## src/rtl/cfg_pkt_decoder.sv

```systemverilog
// Configuration packet decoder: parses header/key/payload word streams and
// turns matching multicast config packets into register-bank write strobes.
module cfg_pkt_decoder #(
  parameter logic [31:0] CFG_KEY = 32'hffff_fe00,
  parameter logic [31:0] CFG_MSK = 32'hffff_ff00,
  parameter int unsigned TOUT    = 16
) (
  input  logic        clk,
  input  logic        reset,
  input  logic [31:0] pkt_data_in,
  input  logic        pkt_vld_in,
  output logic        pkt_rdy_out,
  output logic [7:0]  prx_addr_out,
  output logic [31:0] prx_data_out,
  output logic        prx_vld_out,
  output logic        cfg_cnt_out,
  output logic        drp_cnt_out,
  output logic        err_cnt_out
);

  localparam int CW = (TOUT < 1) ? 1 : $clog2(TOUT + 1);
  localparam logic [CW-1:0] TOUT_C = CW'(TOUT);

  typedef enum logic [1:0] {
    HDR = 2'd0,
    KEY = 2'd1,
    PLD = 2'd2
  } state_t;

  function automatic logic is_cfg(input logic [1:0] typ, input logic [31:0] key);
    return (typ == 2'b00) && ((key & CFG_MSK) == (CFG_KEY & CFG_MSK));
  endfunction

  function automatic logic [CW-1:0] idle_inc(input logic [CW-1:0] c);
    return (c == TOUT_C) ? c : c + CW'(1);
  endfunction

  state_t        state_q, state_d;
  logic [CW-1:0] idle_q, idle_d;
  logic          pld_q, pld_d;
  logic [1:0]    type_q, type_d;
  logic [31:0]   key_q, key_d;
  logic [7:0]    addr_q, addr_d;
  logic [31:0]   data_q, data_d;
  logic          vld_q, vld_d;
  logic          cfg_q, cfg_d;
  logic          drp_q, drp_d;
  logic          err_q, err_d;
  logic          xfer;

  // Ready is a pure function of reset so a word can land on the very first
  // edge after reset is released.
  assign pkt_rdy_out = ~reset;
  assign xfer        = pkt_vld_in & pkt_rdy_out;

  always_comb begin
    state_d = state_q;
    idle_d  = idle_q;
    pld_d   = pld_q;
    type_d  = type_q;
    key_d   = key_q;
    addr_d  = addr_q;
    data_d  = data_q;
    vld_d   = 1'b0;
    cfg_d   = 1'b0;
    drp_d   = 1'b0;
    err_d   = 1'b0;
    case (state_q)
      HDR: begin
        idle_d = '0;
        if (xfer) begin
          pld_d   = pkt_data_in[1];
          type_d  = pkt_data_in[7:6];
          state_d = KEY;
        end
      end
      KEY: begin
        if (xfer) begin
          key_d  = pkt_data_in;
          idle_d = '0;
          if (pld_q) begin
            state_d = PLD;
          end else begin
            // A config packet must carry a payload; without one it is an error.
            state_d = HDR;
            if (is_cfg(type_q, pkt_data_in)) err_d = 1'b1;
            else                             drp_d = 1'b1;
          end
        end else if (idle_q == TOUT_C) begin
          state_d = HDR;
          idle_d  = '0;
          err_d   = 1'b1;
        end else begin
          idle_d = idle_inc(idle_q);
        end
      end
      PLD: begin
        if (xfer) begin
          idle_d  = '0;
          state_d = HDR;
          if (is_cfg(type_q, key_q)) begin
            vld_d  = 1'b1;
            cfg_d  = 1'b1;
            addr_d = key_q[7:0];
            data_d = pkt_data_in;
          end else begin
            drp_d = 1'b1;
          end
        end else if (idle_q == TOUT_C) begin
          state_d = HDR;
          idle_d  = '0;
          err_d   = 1'b1;
        end else begin
          idle_d = idle_inc(idle_q);
        end
      end
      default: begin
        state_d = HDR;
        idle_d  = '0;
      end
    endcase
  end

  always_ff @(posedge clk or posedge reset) begin
    if (reset) begin
      state_q <= HDR;
      idle_q  <= '0;
      addr_q  <= 8'd0;
      data_q  <= 32'd0;
      vld_q   <= 1'b0;
      cfg_q   <= 1'b0;
      drp_q   <= 1'b0;
      err_q   <= 1'b0;
    end else begin
      state_q <= state_d;
      idle_q  <= idle_d;
      addr_q  <= addr_d;
      data_q  <= data_d;
      vld_q   <= vld_d;
      cfg_q   <= cfg_d;
      drp_q   <= drp_d;
      err_q   <= err_d;
    end
  end

  // Packet fields are only consumed after the FSM has latched them, so they
  // need no reset.
  always_ff @(posedge clk) begin
    pld_q  <= pld_d;
    type_q <= type_d;
    key_q  <= key_d;
  end

  assign prx_addr_out = addr_q;
  assign prx_data_out = data_q;
  assign prx_vld_out  = vld_q;
  assign cfg_cnt_out  = cfg_q;
  assign drp_cnt_out  = drp_q;
  assign err_cnt_out  = err_q;

endmodule

```

## config.mk

```make
export PLATFORM = sky130hd
export DESIGN_NAME = cfg_pkt_decoder
export DESIGN_NICKNAME = d
export VERILOG_FILES = /design/src/rtl/cfg_pkt_decoder.sv
export SDC_FILE = /design/constraint.sdc
export NUM_CORES = 1
export LEC_CHECK = 0
export BUFFER_PORTS_ARGS = -buffer_cell sky130_fd_sc_hd__buf_2
export CAP_MARGIN = 30
export CORE_AREA = 2 2 105 117
export DETAILED_ROUTE_END_ITERATION = 16
export DIE_AREA = 0 0 107 119
export PLACE_DENSITY = 0.56
export SETUP_SLACK_MARGIN = 0.02
export SLEW_MARGIN = 20
export SYNTH_ARGS = -nofsm -noshare
export SYNTH_HDL_FRONTEND = slang
export SYNTH_SLANG_ARGS = --single-unit
```

## constraint.sdc

```tcl
create_clock -name clk -period 5.9 [get_ports clk]
set_input_delay 0.295 -clock clk [delete_from_list [all_inputs] [get_ports clk]]
set_output_delay 0.295 -clock clk [all_outputs]
set_load 0.005 [all_outputs]
```

-- After elaboration in Yosys (flattened, before gate mapping)
Index checks and enable logic that the tools add are counted.
- bitwise operators: 2
- equal/unequal tests: 6
- $lt $le $gt $ge: 0
- divide/modulo/power cells: 0
- add/sub/neg operators: 1
- multipliers: 0
- reductions and logical operators: 8
- shift-type cells: 0
- mux-type cells: 24
- operators by type and width (operator ; count):
    24-bit equality test (second input constant) ; 2
    5-bit 2-to-1 mux ; 3
    1-bit 2-to-1 mux ; 13
    2-bit 2-to-1 mux ; 5
    2-bit case mux with 3 select lines ; 1
    5-bit by 1-bit adder with 5-bit output (second input constant) ; 1
    5-bit equality test (second input constant) ; 1
    2-bit zero test ; 2
    1-bit case mux with 2 select lines ; 2
    2-bit AND reduction ; 2
    3-bit AND reduction ; 1
    2-bit by 1-bit equality test with 1-bit output (second input constant) ; 1
    2-bit equality test (second input constant) ; 1
    1-bit logical AND ; 2
    2-bit != test (second input constant) ; 1
    2-bit OR reduction ; 1
    1-bit bitwise AND ; 1
    1-bit inverter ; 1
- RAM bits: 0
- memories: 0
- output and inout bits: 45
- bits in registers: 85
- bits in latches: 0
- logic and storage cells: 51
- input port bits: 35
- memory bits (read-only): 0

-- Logic depth before layout (Yosys ltp)
- depth in word-level cells: 6
- depth in mapped cells: 7

-- Least setup slack after synthesis
Ideal clock, no wire load.
- path kind: reg-to-reg
- start: register state_q[0]
- end: register addr_q[0] (netlist: prx_addr_out[0])
- library setup time: 0.125 ns
- arrival time: 1.793 ns
- cell stages (with the launch flop): 8
- path buffers: 1
- period minus slack after synthesis: 1.918 ns
- path slack: 3.982 ns
- data required time: 5.775 ns
- path through: dfrtp_1 -> inv_1 -> ha_1 -> nand4_1 -> nor4_4 -> nand4_4 -> buf_6 -> mux2_4
- word-level cells in the longest chain between the ends: 2
- ends and longest elaborated chain (element ; RTL line ; RTL):
    from (decl) ; 38 ; state_t state_q, state_d;
    from (signal assigned) ; 135 ; state_q <= state_d;
    2-bit equality test ; 68 ; case (state_q)
    3-bit AND reduction (no line) ; - ;
    to (signal assigned) ; 137 ; addr_q <= addr_d;
    to (decl) ; 43 ; logic [7:0] addr_q, addr_d;
Every way passes these cells.
A chain may end at the register's enable or synchronous reset.

-- Worst setup path after layout
- start: register state_q[0]
- end: register addr_q[4] (netlist: prx_addr_out[4])
Same word-level chain as after synthesis.

==> metrics.csv <==
stage,metric,value,unit
clock_network,number of buffers inserted during clock tree synthesis,9,
run,number of violations of the max-capacitance limit,0,
drt,1st-pass router iterations,4,
clock_network,number of buffers inserted to repair setup after CTS,0,
power_and_ir_drop,PD cells,324,nW/um^2
global_route,first-pass GRT wire length,10.7,mm
power_and_ir_drop,VDD IR max,0.136,mV
synthesis,cell taking the most area after synthesis,sky130_fd_sc_hd__dfrtp_1,
clock_network,Skew-Pair Late Insertion Delay,0.33,ns
worst_setup_path,family with the most delay on the worst path,simple AND/OR/NAND/NOR gates,
drt,Vias,1944,
sta,number of endpoints failing setup at the final stage,0,
placement,cell area after placement,3980,um^2
sta,max-slew violation count,0,
floorplan,die boundary height,119,um
global_route,maximum number of pins on one net before global-route repair,51,
outcome,outcome,completed,
sta,setup repair after global routing missed its margin,no,
synthesis,area fraction of the dominant cell type after synthesis,0.366,
clock_network,count of cells resized by post-cts repair,0,
clock_network,Clock Path Buffers,2,
worst_setup_path,critical path required time,6.12,ns
global_route,GR Overflow Total,0,
cells_and_area,layout-stage area growth over the synthesis result,25.9,%
floorplan,core outline area,11700,um^2
cells_and_area,"Non-Filler Cell Area, Final",4300,um^2
synthesis,post-synthesis register bit count,85,
floorplan,total I/O pin count,80,
synthesis,area of the mapped netlist,3410,um^2
worst_setup_path,arrival time of the worst setup path,2.79,ns
cells_and_area,"most common cell after layout, fill and taps aside",sky130_fd_sc_hd__buf_2,
worst_setup_path,critical path start-end classification,reg -> reg,
worst_setup_path,Critical Path Start Type,flop,
clock_network,CTS H-Tree Depth,3,
worst_setup_path,crit-path max FO,22,
clock_network,"CTS clk-pin slew, worst paths",0.06,ns
floorplan,initial core utilization,0.291,
placement,PortBufs,79,
power_and_ir_drop,static leakage power,2.12,nW
sta,Max Clock Freq,0.389,GHz
drt,Total Routed Length,6.71,mm
sta,worst-margin pin slew,0.811,ns
drt,detailed-route wire length per cell,15.1,um
cells_and_area,number of diodes added for antenna fixing,0,
synthesis,top post-synthesis cells by area,"sky130_fd_sc_hd__dfrtp_1 37%, sky130_fd_sc_hd__edfxtp_1 31%, sky130_fd_sc_hd__mux2_4 18%, sky130_fd_sc_hd__ha_1 2.2%, sky130_fd_sc_hd__nand4_1 1.8%",
worst_setup_path,CP max stage cell,sky130_fd_sc_hd__nand4_4,
worst_setup_path,CP peak stage delay,0.51,ns
synthesis,mean post-synth cell area,17.2,um^2
worst_setup_path,buffers and inverters on the worst path,2,
floorplan,width of the chip,107,um
worst_setup_path,cell-by-cell trace of the critical path,inv_1 > ha_1 > nand4_1 > nor4_4 > nand4_4 > buf_12 > mux2_4,
clock_network,CTS tree,done,
cells_and_area,fraction of layout cells with a size suffix above 1,0.488,
placement,detailed placer's ending HPWL,4.64,mm
synthesis,number of library cell types mapped by synthesis,32,
sta,post-route minimum period,2.57,ns
floorplan,full die area,12700,um^2
drt,routed via count divided by cell count,4.39,
synthesis,synthesized netlist net count,239,
synthesis,count of mapped cells out of synthesis,198,
floorplan,Site Rows,42,
placement,gpl congestion,0.781,
clock_network,number of clock sinks seen by CTS,85,
drt,count of unresolved DRC violations after routing,0,
cells_and_area,final-stage net count,325,
global_route,GR Util All Layers,0.111,
synthesis,post-synthesis sequential area ratio,0.674,
synthesis,Synth warnings,0,
clock_network,hold-fix buffers at CTS,0,
worst_hold_path,class of the tightest hold or removal check,in -> reg,
global_route,vias in the first global route,2073,
worst_setup_path,sort of element at the end of the critical path,flop,
cells_and_area,"leading cell types in the layout, fill and taps excluded","79 x sky130_fd_sc_hd__buf_2, 50 x sky130_fd_sc_hd__dfrtp_1, 40 x sky130_fd_sc_hd__mux2_4",
sta,Total Neg Setup Slack,0,ns
global_route,number of antenna violations at the first check in global routing,0,
sta,Final Hold Violating Endpoints,0,
drt,Detail Route Antenna Nets,0,
sta,worst setup skew after layout,0.00508,ns
clock_network,library cell used as clock root buffer,sky130_fd_sc_hd__clkbuf_16,
drt,DRC violation total after the first TritonRoute iteration,54,
sta,remaining max-slew budget at the tightest pin,0.459,
sta,period utilization,0.436,
[through the flow]
step / setup slack, ns / utilization / instances / hold WS [ns] / power, W
6_report: 3.33 / 0.367 / 443 / 0.149 / 0.00139
4_1_cts: 3.29 / 0.367 / 443 / 0.132 / 0.00141
3_5_place_dp: 3.31 / 0.339 / 427 / 0.464 / 0.000801
2_1_floorplan: 3.98 / - / 198 / 0.394 / 0.000753
5_1_grt: 3.16 / 0.367 / 443 / 0.133 / 0.00145
3_3_place_gp: 3.04 / 0.337 / 426 / 0.460 / 0.000798
[cell families after synthesis]
kind of cell,Yosys count,synth area share
flops,85,0.674
fa+ha+maj,6,0.0220
compound gates,8,0.0172
buf+inv,13,0.0242
simple gates,43,0.0788
xor+xnor,3,0.00770
mux,40,0.176
[state kept, by name, indices dropped and copies added (netlist names)]
signal,flops
key_q,32
prx_data_out,32
prx_addr_out,8
idle_q,5
state_q,2
type_q,2
cfg_cnt_out,1
drp_cnt_out,1
err_cnt_out,1
pld_q,1
[worst reg2reg max path: stages, from the launching register on]
cell	delay, ns
sky130_fd_sc_hd__dfrtp_1	0.41
sky130_fd_sc_hd__inv_1	0.09
sky130_fd_sc_hd__ha_1	0.22
sky130_fd_sc_hd__nand4_1	0.15
sky130_fd_sc_hd__nor4_4	0.37
sky130_fd_sc_hd__nand4_4	0.51
sky130_fd_sc_hd__buf_12	0.38
sky130_fd_sc_hd__mux2_4	0.33
[cell usage after synthesis, drive strengths merged]
cell type	number
dfrtp	50
mux2	40
edfxtp	35
nand4	11
nor2	10
inv	7
ha	6
buf	5
nand3	5
nand2	3
nor3	3
and3	2
nand3b	2
o21ai	2
xor2	2
a222oi	1
a31oi	1
and2	1
clkbuf	1
nand2b	1
nand4b	1
nor2b	1
nor4	1
nor4bb	1
o2111a	1
o211ai	1
o22ai	1
o31ai	1
or4b	1
xnor2	1
[metal layers]
metal	global-route usage	vias to the layer above	routed length, um
li1	-	900	-
met1	0.149	977	3250
met2	0.171	57	3110
met3	0.0197	10	213
met4	0.0584	0	133
met5	0	-	0
[area by class of cell]
class | instances | area [um^2]
well taps | 154 | 193
clock inverters | 7 | 100
flip-flops and latches | 85 | 2300
fillers | 1117 | 7420
clock buffers | 9 | 225
repair buffers | 81 | 423
inverters | 7 | 26.3
multi-input cells | 100 | 1030
[path summary, 6_finish.rpt]
check,cells past startpoint,to,slack [ns],startpoint
max in group asynchronous,3,prx_addr_out[0],5.23,reset
min reg2reg,1,prx_addr_out[0],0.48,key_q[0]
min in group asynchronous,3,prx_data_out[14],0.22,reset
max,7,prx_addr_out[4],3.33,state_q[0]
max reg2reg,7,prx_addr_out[4],3.33,state_q[0]
min,1,key_q[2],0.15,pkt_data_in[2]
[power breakdown]
| part | leakage, nW | internal (W) | switching [W] | total [W] |
|---|---|---|---|---|
| Clock | 0.148 | 0.000372 | 0.000234 | 0.000606 |
| Sequential | 1.01 | 0.000656 | 0.0000167 | 0.000673 |
| Combinational | 0.953 | 0.0000397 | 0.0000754 | 0.000115 |
Note: power is estimated with default switching activity, not from simulation.
